--- src/rtl/lsu_mem_if.sv ---
// Request/response and memory-port bundle for the load/store initiator.
// master = the initiator block; slave = the pipeline plus memory side.
interface lsu_mem_if;
    logic        req_valid;
    logic        req_ready;
    logic        req_we;
    logic [2:0]  req_funct3;
    logic [31:0] req_addr;
    logic [31:0] req_wdata;
    logic        resp_valid;
    logic [31:0] resp_rdata;
    logic        resp_err;
    logic        mem_we;
    logic [31:0] mem_a;
    logic [31:0] mem_wd;
    logic [31:0] mem_rd;

    modport master (
        input  req_valid, req_we, req_funct3, req_addr, req_wdata, mem_rd,
        output req_ready, resp_valid, resp_rdata, resp_err, mem_we, mem_a, mem_wd
    );

    modport slave (
        output req_valid, req_we, req_funct3, req_addr, req_wdata, mem_rd,
        input  req_ready, resp_valid, resp_rdata, resp_err, mem_we, mem_a, mem_wd
    );
endinterface

--- src/rtl/lsu_mem_master.sv ---
// Load/store initiator: one byte-addressed request at a time, lane select and
// extend on loads, read-modify-write on sub-word stores, one response per request.
//
// state | meaning
// IDLE  | ready; accept request, check funct3/alignment/range
// LOAD  | read word, lane-select and extend into rdata_q
// MERGE | read word, splice store byte/halfword into merge_q
// WRITE | one-cycle memory write of merge_q
// RESP  | one-cycle response pulse
module lsu_mem_master #(
    parameter int MEM_WORDS = 1024
) (
    input  logic      clk,
    input  logic      rst,
    lsu_mem_if.master bus
);
    typedef enum logic [2:0] {IDLE, LOAD, MERGE, WRITE, RESP} state_t;

    state_t      state_q, state_d;
    logic        we_q, we_d;
    logic [2:0]  funct3_q, funct3_d;
    logic [31:0] addr_q, addr_d;
    logic [31:0] wdata_q, wdata_d;
    logic [31:0] merge_q, merge_d;
    logic [31:0] rdata_q, rdata_d;
    logic        err_q, err_d;

    logic        bad_funct3, misaligned, out_of_range, acc_err;
    logic [7:0]  rd_byte;
    logic [15:0] rd_half;
    logic [31:0] load_ext, merged;

    always_comb begin
        if (bus.req_we) begin
            bad_funct3 = !(bus.req_funct3 inside {3'b000, 3'b001, 3'b010});
        end else begin
            bad_funct3 = !(bus.req_funct3 inside {3'b000, 3'b001, 3'b010, 3'b100, 3'b101});
        end
        misaligned   = ((bus.req_funct3[1:0] == 2'b01) && bus.req_addr[0]) ||
                       ((bus.req_funct3[1:0] == 2'b10) && (bus.req_addr[1:0] != 2'b00));
        out_of_range = ({2'b00, bus.req_addr[31:2]} >= 32'(MEM_WORDS));
        acc_err      = bad_funct3 || misaligned || out_of_range;
    end

    always_comb begin
        case (addr_q[1:0])
            2'd0:    rd_byte = bus.mem_rd[7:0];
            2'd1:    rd_byte = bus.mem_rd[15:8];
            2'd2:    rd_byte = bus.mem_rd[23:16];
            default: rd_byte = bus.mem_rd[31:24];
        endcase
        rd_half = addr_q[1] ? bus.mem_rd[31:16] : bus.mem_rd[15:0];

        case (funct3_q)
            3'b000:  load_ext = {{24{rd_byte[7]}}, rd_byte};
            3'b001:  load_ext = {{16{rd_half[15]}}, rd_half};
            3'b010:  load_ext = bus.mem_rd;
            3'b100:  load_ext = {24'd0, rd_byte};
            3'b101:  load_ext = {16'd0, rd_half};
            default: load_ext = 32'd0;
        endcase

        merged = bus.mem_rd;
        case (funct3_q[1:0])
            2'b00: begin
                case (addr_q[1:0])
                    2'd0:    merged[7:0]   = wdata_q[7:0];
                    2'd1:    merged[15:8]  = wdata_q[7:0];
                    2'd2:    merged[23:16] = wdata_q[7:0];
                    default: merged[31:24] = wdata_q[7:0];
                endcase
            end
            2'b01: begin
                if (addr_q[1]) merged[31:16] = wdata_q[15:0];
                else           merged[15:0]  = wdata_q[15:0];
            end
            default: merged = wdata_q;
        endcase
    end

    always_comb begin
        state_d  = state_q;
        we_d     = we_q;
        funct3_d = funct3_q;
        addr_d   = addr_q;
        wdata_d  = wdata_q;
        merge_d  = merge_q;
        rdata_d  = rdata_q;
        err_d    = err_q;
        case (state_q)
            IDLE: begin
                if (bus.req_valid) begin
                    we_d     = bus.req_we;
                    funct3_d = bus.req_funct3;
                    addr_d   = bus.req_addr;
                    wdata_d  = bus.req_wdata;
                    rdata_d  = 32'd0;
                    err_d    = 1'b0;
                    if (acc_err) begin
                        err_d   = 1'b1;
                        state_d = RESP;
                    end else if (!bus.req_we) begin
                        state_d = LOAD;
                    end else if (bus.req_funct3[1:0] == 2'b10) begin
                        merge_d = bus.req_wdata;
                        state_d = WRITE;
                    end else begin
                        state_d = MERGE;
                    end
                end
            end
            LOAD: begin
                rdata_d = load_ext;
                state_d = RESP;
            end
            MERGE: begin
                merge_d = merged;
                state_d = WRITE;
            end
            WRITE:   state_d = RESP;
            RESP:    state_d = IDLE;
            default: state_d = IDLE;
        endcase
    end

    always_ff @(posedge clk or posedge rst) begin
        if (rst) begin
            state_q  <= IDLE;
            we_q     <= 1'b0;
            funct3_q <= 3'd0;
            addr_q   <= 32'd0;
            wdata_q  <= 32'd0;
            merge_q  <= 32'd0;
            rdata_q  <= 32'd0;
            err_q    <= 1'b0;
        end else begin
            state_q  <= state_d;
            we_q     <= we_d;
            funct3_q <= funct3_d;
            addr_q   <= addr_d;
            wdata_q  <= wdata_d;
            merge_q  <= merge_d;
            rdata_q  <= rdata_d;
            err_q    <= err_d;
        end
    end

    // Memory outputs decode straight from state so reset kills mem_we at once.
    logic mem_active;
    assign mem_active     = (state_q == LOAD) || (state_q == MERGE) || (state_q == WRITE);
    assign bus.req_ready  = (state_q == IDLE);
    assign bus.resp_valid = (state_q == RESP);
    assign bus.resp_rdata = rdata_q;
    assign bus.resp_err   = err_q;
    assign bus.mem_we     = (state_q == WRITE);
    assign bus.mem_a      = mem_active ? {2'b00, addr_q[31:2]} : 32'd0;
    assign bus.mem_wd     = (state_q == WRITE) ? merge_q : 32'd0;

    logic unused_we;
    assign unused_we = we_q;
endmodule

--- src/flat_wrapper.sv ---
// flat-port wrapper written by rule: the top's interface ports become plain ports
module lsu_mem_master_flat 
#(
    parameter int MEM_WORDS = 1024
)
  (clk, rst, bus_req_valid, bus_req_we, bus_req_funct3, bus_req_addr, bus_req_wdata, bus_mem_rd, bus_req_ready, bus_resp_valid, bus_resp_rdata, bus_resp_err, bus_mem_we, bus_mem_a, bus_mem_wd);
  lsu_mem_if bus_i ();
  input  logic clk;
  input  logic rst;
  input wire logic [$bits(bus_i.req_valid)-1:0] bus_req_valid;
  input wire logic [$bits(bus_i.req_we)-1:0] bus_req_we;
  input wire logic [$bits(bus_i.req_funct3)-1:0] bus_req_funct3;
  input wire logic [$bits(bus_i.req_addr)-1:0] bus_req_addr;
  input wire logic [$bits(bus_i.req_wdata)-1:0] bus_req_wdata;
  input wire logic [$bits(bus_i.mem_rd)-1:0] bus_mem_rd;
  output wire logic [$bits(bus_i.req_ready)-1:0] bus_req_ready;
  output wire logic [$bits(bus_i.resp_valid)-1:0] bus_resp_valid;
  output wire logic [$bits(bus_i.resp_rdata)-1:0] bus_resp_rdata;
  output wire logic [$bits(bus_i.resp_err)-1:0] bus_resp_err;
  output wire logic [$bits(bus_i.mem_we)-1:0] bus_mem_we;
  output wire logic [$bits(bus_i.mem_a)-1:0] bus_mem_a;
  output wire logic [$bits(bus_i.mem_wd)-1:0] bus_mem_wd;
  assign bus_i.req_valid = bus_req_valid;
  assign bus_i.req_we = bus_req_we;
  assign bus_i.req_funct3 = bus_req_funct3;
  assign bus_i.req_addr = bus_req_addr;
  assign bus_i.req_wdata = bus_req_wdata;
  assign bus_i.mem_rd = bus_mem_rd;
  assign bus_req_ready = bus_i.req_ready;
  assign bus_resp_valid = bus_i.resp_valid;
  assign bus_resp_rdata = bus_i.resp_rdata;
  assign bus_resp_err = bus_i.resp_err;
  assign bus_mem_we = bus_i.mem_we;
  assign bus_mem_a = bus_i.mem_a;
  assign bus_mem_wd = bus_i.mem_wd;
  lsu_mem_master #(.MEM_WORDS(MEM_WORDS)) u_core (.clk(clk), .rst(rst), .bus(bus_i));
endmodule
--- config.mk ---
export PLATFORM = sky130hd
export DESIGN_NAME = lsu_mem_master_flat
export DESIGN_NICKNAME = d
export VERILOG_FILES = /design/src/rtl/lsu_mem_if.sv /design/src/rtl/lsu_mem_master.sv /design/src/flat_wrapper.sv
export SDC_FILE = /design/constraint.sdc
export NUM_CORES = 1
export LEC_CHECK = 0
export CORE_MARGIN = 1.5
export CORE_UTILIZATION = 52
export DETAILED_ROUTE_END_ITERATION = 8
export GPL_TIMING_DRIVEN = 0
export HOLD_SLACK_MARGIN = 0.15
export PLACE_DENSITY_LB_ADDON = 0.08
export REMOVE_ABC_BUFFERS = 1
export SLEW_MARGIN = 20
export SYNTH_ARGS = -nofsm -noshare
export SYNTH_HDL_FRONTEND = slang
export SYNTH_SLANG_ARGS = --single-unit
export TNS_END_PERCENT = 10
--- constraint.sdc ---
create_clock -name clk -period 14.3 [get_ports clk]
set_input_delay 2.86 -clock clk [delete_from_list [all_inputs] [get_ports clk]]
set_output_delay 2.86 -clock clk [all_outputs]
set_load 0.02 [all_outputs]
==> impl_metrics.env <==
export IMPL_cp_start_kind="register"
export IMPL_clockBufferDepth=2
export IMPL_async_reset_ff_share_pct=100
export IMPL_fin_ws_ns=8.94
export IMPL_fin_crit_ns=5.36
export IMPL_synth_area_um2=7280
export IMPL_yosys_area_share_simple_pct=12.9
export IMPL_post_cts_buffers=0
export IMPL_reg2reg_from="u_core.funct3_q[1]"
export IMPL_routabilityCongestion=0.833
export IMPL_setup_viol=0
export IMPL_synthAdderAreaFrac_pct=0
export IMPL_skew_ns=0.00493
export IMPL_cp_arrival_ns=2.50
export IMPL_synth_compound_area_share_pct=14.2
export IMPL_synth_top_family_by_area="multiplexers"
export IMPL_hpwl_um=14300
export IMPL_synth_seq_area_share_pct=46.4
export IMPL_wl_um=20400
export IMPL_fin_area_um2=9930
export IMPL_cts_inserted_buffers=17
export IMPL_die_h_um=121
export IMPL_required_ns=11.44
export IMPL_rsz0062_at_grt="false"
export IMPL_core_area_um2=13800
export IMPL_peakVddDrop_v=0.0000662
export IMPL_worst_setup_path_type="reg -> out"
export IMPL_drc=0
export IMPL_yosysUniqueCellTypes=43
export IMPL_wl_met1_um=7880
export IMPL_htreeDepth=4
export IMPL_grt_max_degree=71
export IMPL_setup_tns_ns=0
export IMPL_die_area_um2=14700
export IMPL_synth_cells=654
export IMPL_final_cells=1020
export IMPL_row_count=43
export IMPL_yosysWarnings=0
export IMPL_grt_pass1_wl_um=32100
export IMPL_r2r_slack_ns=11.46
export IMPL_clock_sinks=135
export IMPL_power_density_nw_per_um2=107
export IMPL_portBuffers=200
export IMPL_ant_nets=0
export IMPL_met3_length_um=1890
export IMPL_synth_xor_area_share_pct=0
export IMPL_firstDrtPassIters=8
export IMPL_status="finished, final reports clean"
export IMPL_cp_end_kind="output port"
export IMPL_p_total_mw=1.07
export IMPL_vias_per_cell=5.94
export IMPL_placed_area_um2=9380
export IMPL_max_cap_violations=0
export IMPL_final_max_slew_violation_count=0
export IMPL_slew_limit_headroom_pct=26.3
export IMPL_drive_gt1_share_pct=21.3
export IMPL_hold_viol_final=0
export IMPL_synth_seq_cells=135
export IMPL_max_freq_mhz=186
export IMPL_worst_pin_slew_ns=1.10
export IMPL_syn_area_per_cell_um2=11.1
export IMPL_highest_layer="met4"
export IMPL_hold_depth=1
export IMPL_cts_root_buf="clkbuf_16"
export IMPL_reg2reg_to="u_core.bus.resp_rdata[9]"
export IMPL_min_from="u_core.bus.resp_rdata[15]"
export IMPL_dp_cells=992
export IMPL_grt_pass1_vias=6199
export IMPL_synth_edf_count=0
export IMPL_antenna_cells=0
export IMPL_final_cell_mix="200 x clkdlybuf4s50_1, 133 x dfrtp_1, 90 x mux2_2"
export IMPL_cts_tree="built"
export IMPL_wire_per_inst_um=20.0
export IMPL_ys_flop_type="dfrtp_1"
export IMPL_power_leakage_nw=4.23
export IMPL_final_common_cell="clkdlybuf4s50_1"
export IMPL_wl_met2_um=10200
export IMPL_final_net_count=934
export IMPL_postCtsHoldBufs=0
export IMPL_gr_usage_all_layers_pct=28.6
export IMPL_antenna_found_initial=0
export IMPL_drtIter0Drc=535
export IMPL_synthMuxAreaShare_pct=22.0
export IMPL_dr_total_vias=6054
export IMPL_area_growth_pct=36.5
export IMPL_period_share_pct=37.5
export IMPL_worstSkewPairLatency_ns=0.42
export IMPL_worstHoldEndpoint="u_core.bus.resp_rdata[15]"
export IMPL_path_clk_slew_ns=0.06
export IMPL_gr_total_overflow=0
export IMPL_critPathLaunch="u_core.state_q[0]"
export IMPL_start_util_pct=52.8
export IMPL_cts_resized=0
export IMPL_worstPathMaxFanout=33
export IMPL_die_w_um=121
export IMPL_rr_worst_depth=5
export IMPL_fillCellCount=1002
export IMPL_dp_slack_ns=9.01
export IMPL_io_pins=203
export IMPL_hold_class="reg -> reg"
## how the worst max path moves through the flow
| stage | to | slack [ns] |
|---|---|---|
| after floorplan | u_core.addr_q[0] | 7.83 |
| after global placement | u_core.merge_q[17] | 5.91 |
| after detailed placement | bus_mem_wd[27] | 9.01 |
| after CTS | bus_mem_wd[27] | 8.53 |
| after global routing | bus_mem_a[19] | 8.82 |
| final | bus_mem_wd[27] | 8.94 |
## cell families (layout without fill, tap and decap cells)
logic type / Yosys count / in the layout
other: 1 / 2
and+or+nand+nor: 180 / 180
buffers and inverters: 57 / 242
AOI/OAI and AO/OA: 150 / 150
muxes: 131 / 131
DFF: 135 / 135
## flip-flops by register name, indices dropped and copies added (netlist names)
signal                 cells
u_core.state_q             3
u_core.bus.resp_rdata     32
u_core.funct3_q            3
u_core.bus.resp_err        1
u_core.wdata_q            32
u_core.merge_q            32
u_core.addr_q             32
## cell usage after synthesis (2+ instances only)
| master | number | area [um^2] |
|---|---|---|
| a211oi_1 | 8 | 60.1 |
| a21o_1 | 3 | 22.5 |
| a21oi_1 | 29 | 145 |
| a221oi_2 | 8 | 120 |
| a222oi_1 | 22 | 220 |
| and2_1 | 64 | 400 |
| and3_1 | 11 | 68.8 |
| buf_2 | 16 | 80.1 |
| buf_4 | 2 | 15.0 |
| buf_6 | 10 | 113 |
| clkbuf_1 | 22 | 82.6 |
| dfrtp_1 | 135 | 3380 |
| inv_1 | 5 | 18.8 |
| mux2_2 | 90 | 1010 |
| mux2_4 | 16 | 240 |
| mux2i_1 | 17 | 170 |
| mux4_2 | 8 | 180 |
| nand2_1 | 60 | 225 |
| nand2b_1 | 2 | 12.5 |
| nand3_1 | 3 | 15.0 |
| nand4_1 | 2 | 12.5 |
| nor2_1 | 24 | 90.1 |
| nor2_2 | 3 | 18.8 |
| nor3_4 | 2 | 32.5 |
| nor4_1 | 5 | 31.3 |
| o21ai_0 | 32 | 160 |
| o21ai_1 | 38 | 190 |
| o21ai_2 | 2 | 17.5 |
## where the power goes
| group | internal (mW) | switching (mW) | total [mW] |
|---|---|---|---|
| clock | 0.257 | 0.155 | 0.412 |
| combinational | 0.106 | 0.100 | 0.206 |
| sequential | 0.414 | 0.0347 | 0.449 |
## stage by stage
stage               hold WS, ns  util [%]
floorplan                 0.471         -
CTS                       0.486      72.1
global route              0.496      72.1
global placement          0.462      66.9
detailed placement        0.474      68.1
finish                    0.478      72.1
## worst max-delay path, cell delays in order, from the launching register on
cell and delay [ns]:
dfrtp_1 0.56, and3_2 0.64, and2_1 0.25, clkdlybuf4s50_1 0.61
## layout make-up
type | count | area [um^2] | area share [%]
Inverter | 6 | 30.0 | 0.302
Clock inverter | 4 | 45.0 | 0.454
Tap cell | 180 | 225 | 2.27
Sequential cell | 135 | 3380 | 34.0
Multi-Input combinational cell | 463 | 3610 | 36.4
Timing Repair Buffer | 208 | 2140 | 21.5
Clock buffer | 24 | 502 | 5.05
## per-layer routing
metal  track usage [%]  vias up
li1                  -     2728
met1              34.8     2976
met3              8.32       40
met5                 0        -
met2              47.1      310
met4              12.6        0
Power figures use the tool's default switching activity.
==> RTL edit: new RTL, same settings <==
`wdata_q` no longer has a reset.
--- a/src/rtl/lsu_mem_master.sv
+++ b/src/rtl/lsu_mem_master.sv
@@ -130,5 +130,4 @@
             funct3_q <= 3'd0;
             addr_q   <= 32'd0;
-            wdata_q  <= 32'd0;
             merge_q  <= 32'd0;
             rdata_q  <= 32'd0;
@@ -139,9 +138,12 @@
             funct3_q <= funct3_d;
             addr_q   <= addr_d;
-            wdata_q  <= wdata_d;
             merge_q  <= merge_d;
             rdata_q  <= rdata_d;
             err_q    <= err_d;
         end
+    end
+
+    always_ff @(posedge clk) begin
+        wdata_q <= wdata_d;
     end
 
Behaviour: no difference found for any inputs over 4 cycles, from zero or initial values and one cycle with rst high; that may be too few to reach the edited logic, so the function may still have changed.
==> RTL edit against the original RTL <==
  * Setup slack lost 0.090 ns
  * Cell count grew 0.20%
  * Cell area grew 0.84%
  * Wire length grew 4.0%
  * Sequential cell count is the same
  * Synthesized area shrank 1.3%
  * Sequential share of layout area grew 1.3 points
  * Critical endpoint is now bus_mem_a[15]
  * Largest cell class is now registers
Power is not compared: it rests on default switching activity, and its combinational part moved more than twofold at a synthesized area within 25%.
==> RTL edit: results (changes against the original RTL) <==
| Metric | Value |
|---|---|
| Post-DP HPWL | 14500 um (+1.4%) |
| Asr flop ratio synth | 76.3% (-24 points) |
| Met3 usage | 9.48% (+1.2 points) |
| GRT met2 Usage | 48.4% (+1.2 points) |
| Vias in the first global route | 6180 (-0.31%) |
| CTS root buf | clkbuf_16 |
| Clk_lat worst skew | 0.44 ns (+0.02 ns) |
| Initial drt markers | 615 (+15%) |
| Status | completed |
| Post-synth top flop | dfrtp_1 |
| Seq/Total Area, Yosys | 49.3% (+2.9 points) |
| Routed length per instance | 20.8 um (+3.8%) |
| Fin nets | 936 (+0.21%) |
| Synth cell types | 50 (+16%) |
| Placer Congestion | 0.844 (+1.3%) |
| Drt via density | 5.99 (+0.86%) |
| Synth cell count leaders | dfrtp_1, and2_1, nand2_1 |
| CP max FO | 30 (-9.1%) |
| First-pass GRT wire length | 33300 um (+3.8%) |
| Arrival @ worst endpoint | 2.59 ns (+0.09 ns) |
| Slew HR | 25.8% (-0.49 points) |
| Worst Min Path Start | u_core.bus.resp_rdata[23] |
| Layout cell share with drive strength beyond 1 | 15.7% (-5.6 points) |
| WHS Path Cells | 2 (+1) |
| Met1 Resource Use GR | 38.9% (+4.1 points) |
| Largest net degree at the start of global routing | 77 (+8.5%) |
| Final hold slack | 0.480 ns (+0.00246 ns) |
| Post-synth EDFFs | 32 (+32) |
| Pre-antenna DRT Iters | 6 (-2) |
| Worst hold endpoint | u_core.bus.resp_rdata[23] |
| Tot GR Track Use | 30.3% (+1.7 points) |
| Clock Tree Buf Depth | 2 (unchanged) |
| Synth top area cells | dfrtp_1, edfxtp_1, mux2_2 |
RTL edit: cell types whose count changed after synthesis, sizes merged, moves of 7 or more:
cell    delta
mux2      -36
dfrtp     -32
edfxtp    +32
a222oi    -15
clkbuf    +13
buf       -12
o21ai     -10
a21oi      +8
o311a      +7
RTL edit: how the worst max path moves through the flow:
stage,from,to,slack [ns],depth (start not counted)
5_1_grt,u_core.state_q[0],bus_mem_a[15],8.65,4
6_report,u_core.state_q[0],bus_mem_a[15],8.85,4
4_1_cts,u_core.state_q[2],bus_mem_wd[8],8.59,3
3_5_place_dp,bus_req_addr[31],u_core.merge_q[1],8.97,8
2_1_floorplan,rst,u_core.addr_q[0],8.74,1
3_3_place_gp,rst,u_core.addr_q[5],7.15,2
RTL edit: critical path: stages (launching register included):
cell and delay [ns]:
dfrtp_1 0.52, nor2_1 0.12, nor2_2 0.66, and2_1 0.23
clkdlybuf4s50_1 0.62
RTL edit: per-stage QoR:
stage | instance area [um2] | total power, mW | util, % | worst slack [ns] | instances
after detailed placement | 9390 | 1.04 | 70.4 | 8.97 | 990
after CTS | 10000 | 1.50 | 75.0 | 8.59 | 1022
final | 10000 | 1.50 | 75.0 | 8.85 | 1022
after floorplan | 6940 | 0.872 | - | 8.74 | 604
after global placement | 9160 | 1.01 | 68.7 | 7.15 | 980
after global routing | 10000 | 1.57 | 75.0 | 8.65 | 1022
RTL edit: cell families (layout without fill, tap and decap cells):
family / Yosys count / in the layout / synth area share (%)
AO/OA/AOI/OAI: 166 / 166 / 15.1
flip-flops: 135 / 135 / 49.3
buffers and inverters: 63 / 253 / 3.97
multiplexers: 101 / 101 / 17.9
other: 1 / 2 / 0.0522
AND/OR/NAND/NOR: 189 / 189 / 13.6
RTL edit: final cells by class:
class / count / area, um2
Timing Repair Buffer: 210 / 2190
Multi-Input combinational cell: 458 / 3400
Tap cell: 176 / 220
Clock inverter: 8 / 90.1
Inverter: 11 / 46.3
Clock buffer: 24 / 524
Sequential cell: 135 / 3540
Fill cell: 914 / 3330
RTL edit: per-layer routing:
layer,up-vias,share of wire [%]
met2,337,48
met4,0,2.6
met1,2981,40
li1,2749,-
met5,-,0
met3,51,9.1
RTL edit: where the power goes:
group | switching [mW] | internal (mW) | leakage, nW
clock | 0.163 | 0.289 | 0.310
sequential | 0.0855 | 0.494 | 1.60
combinational | 0.236 | 0.235 | 2.25
total | 0.485 | 1.02 | 4.16
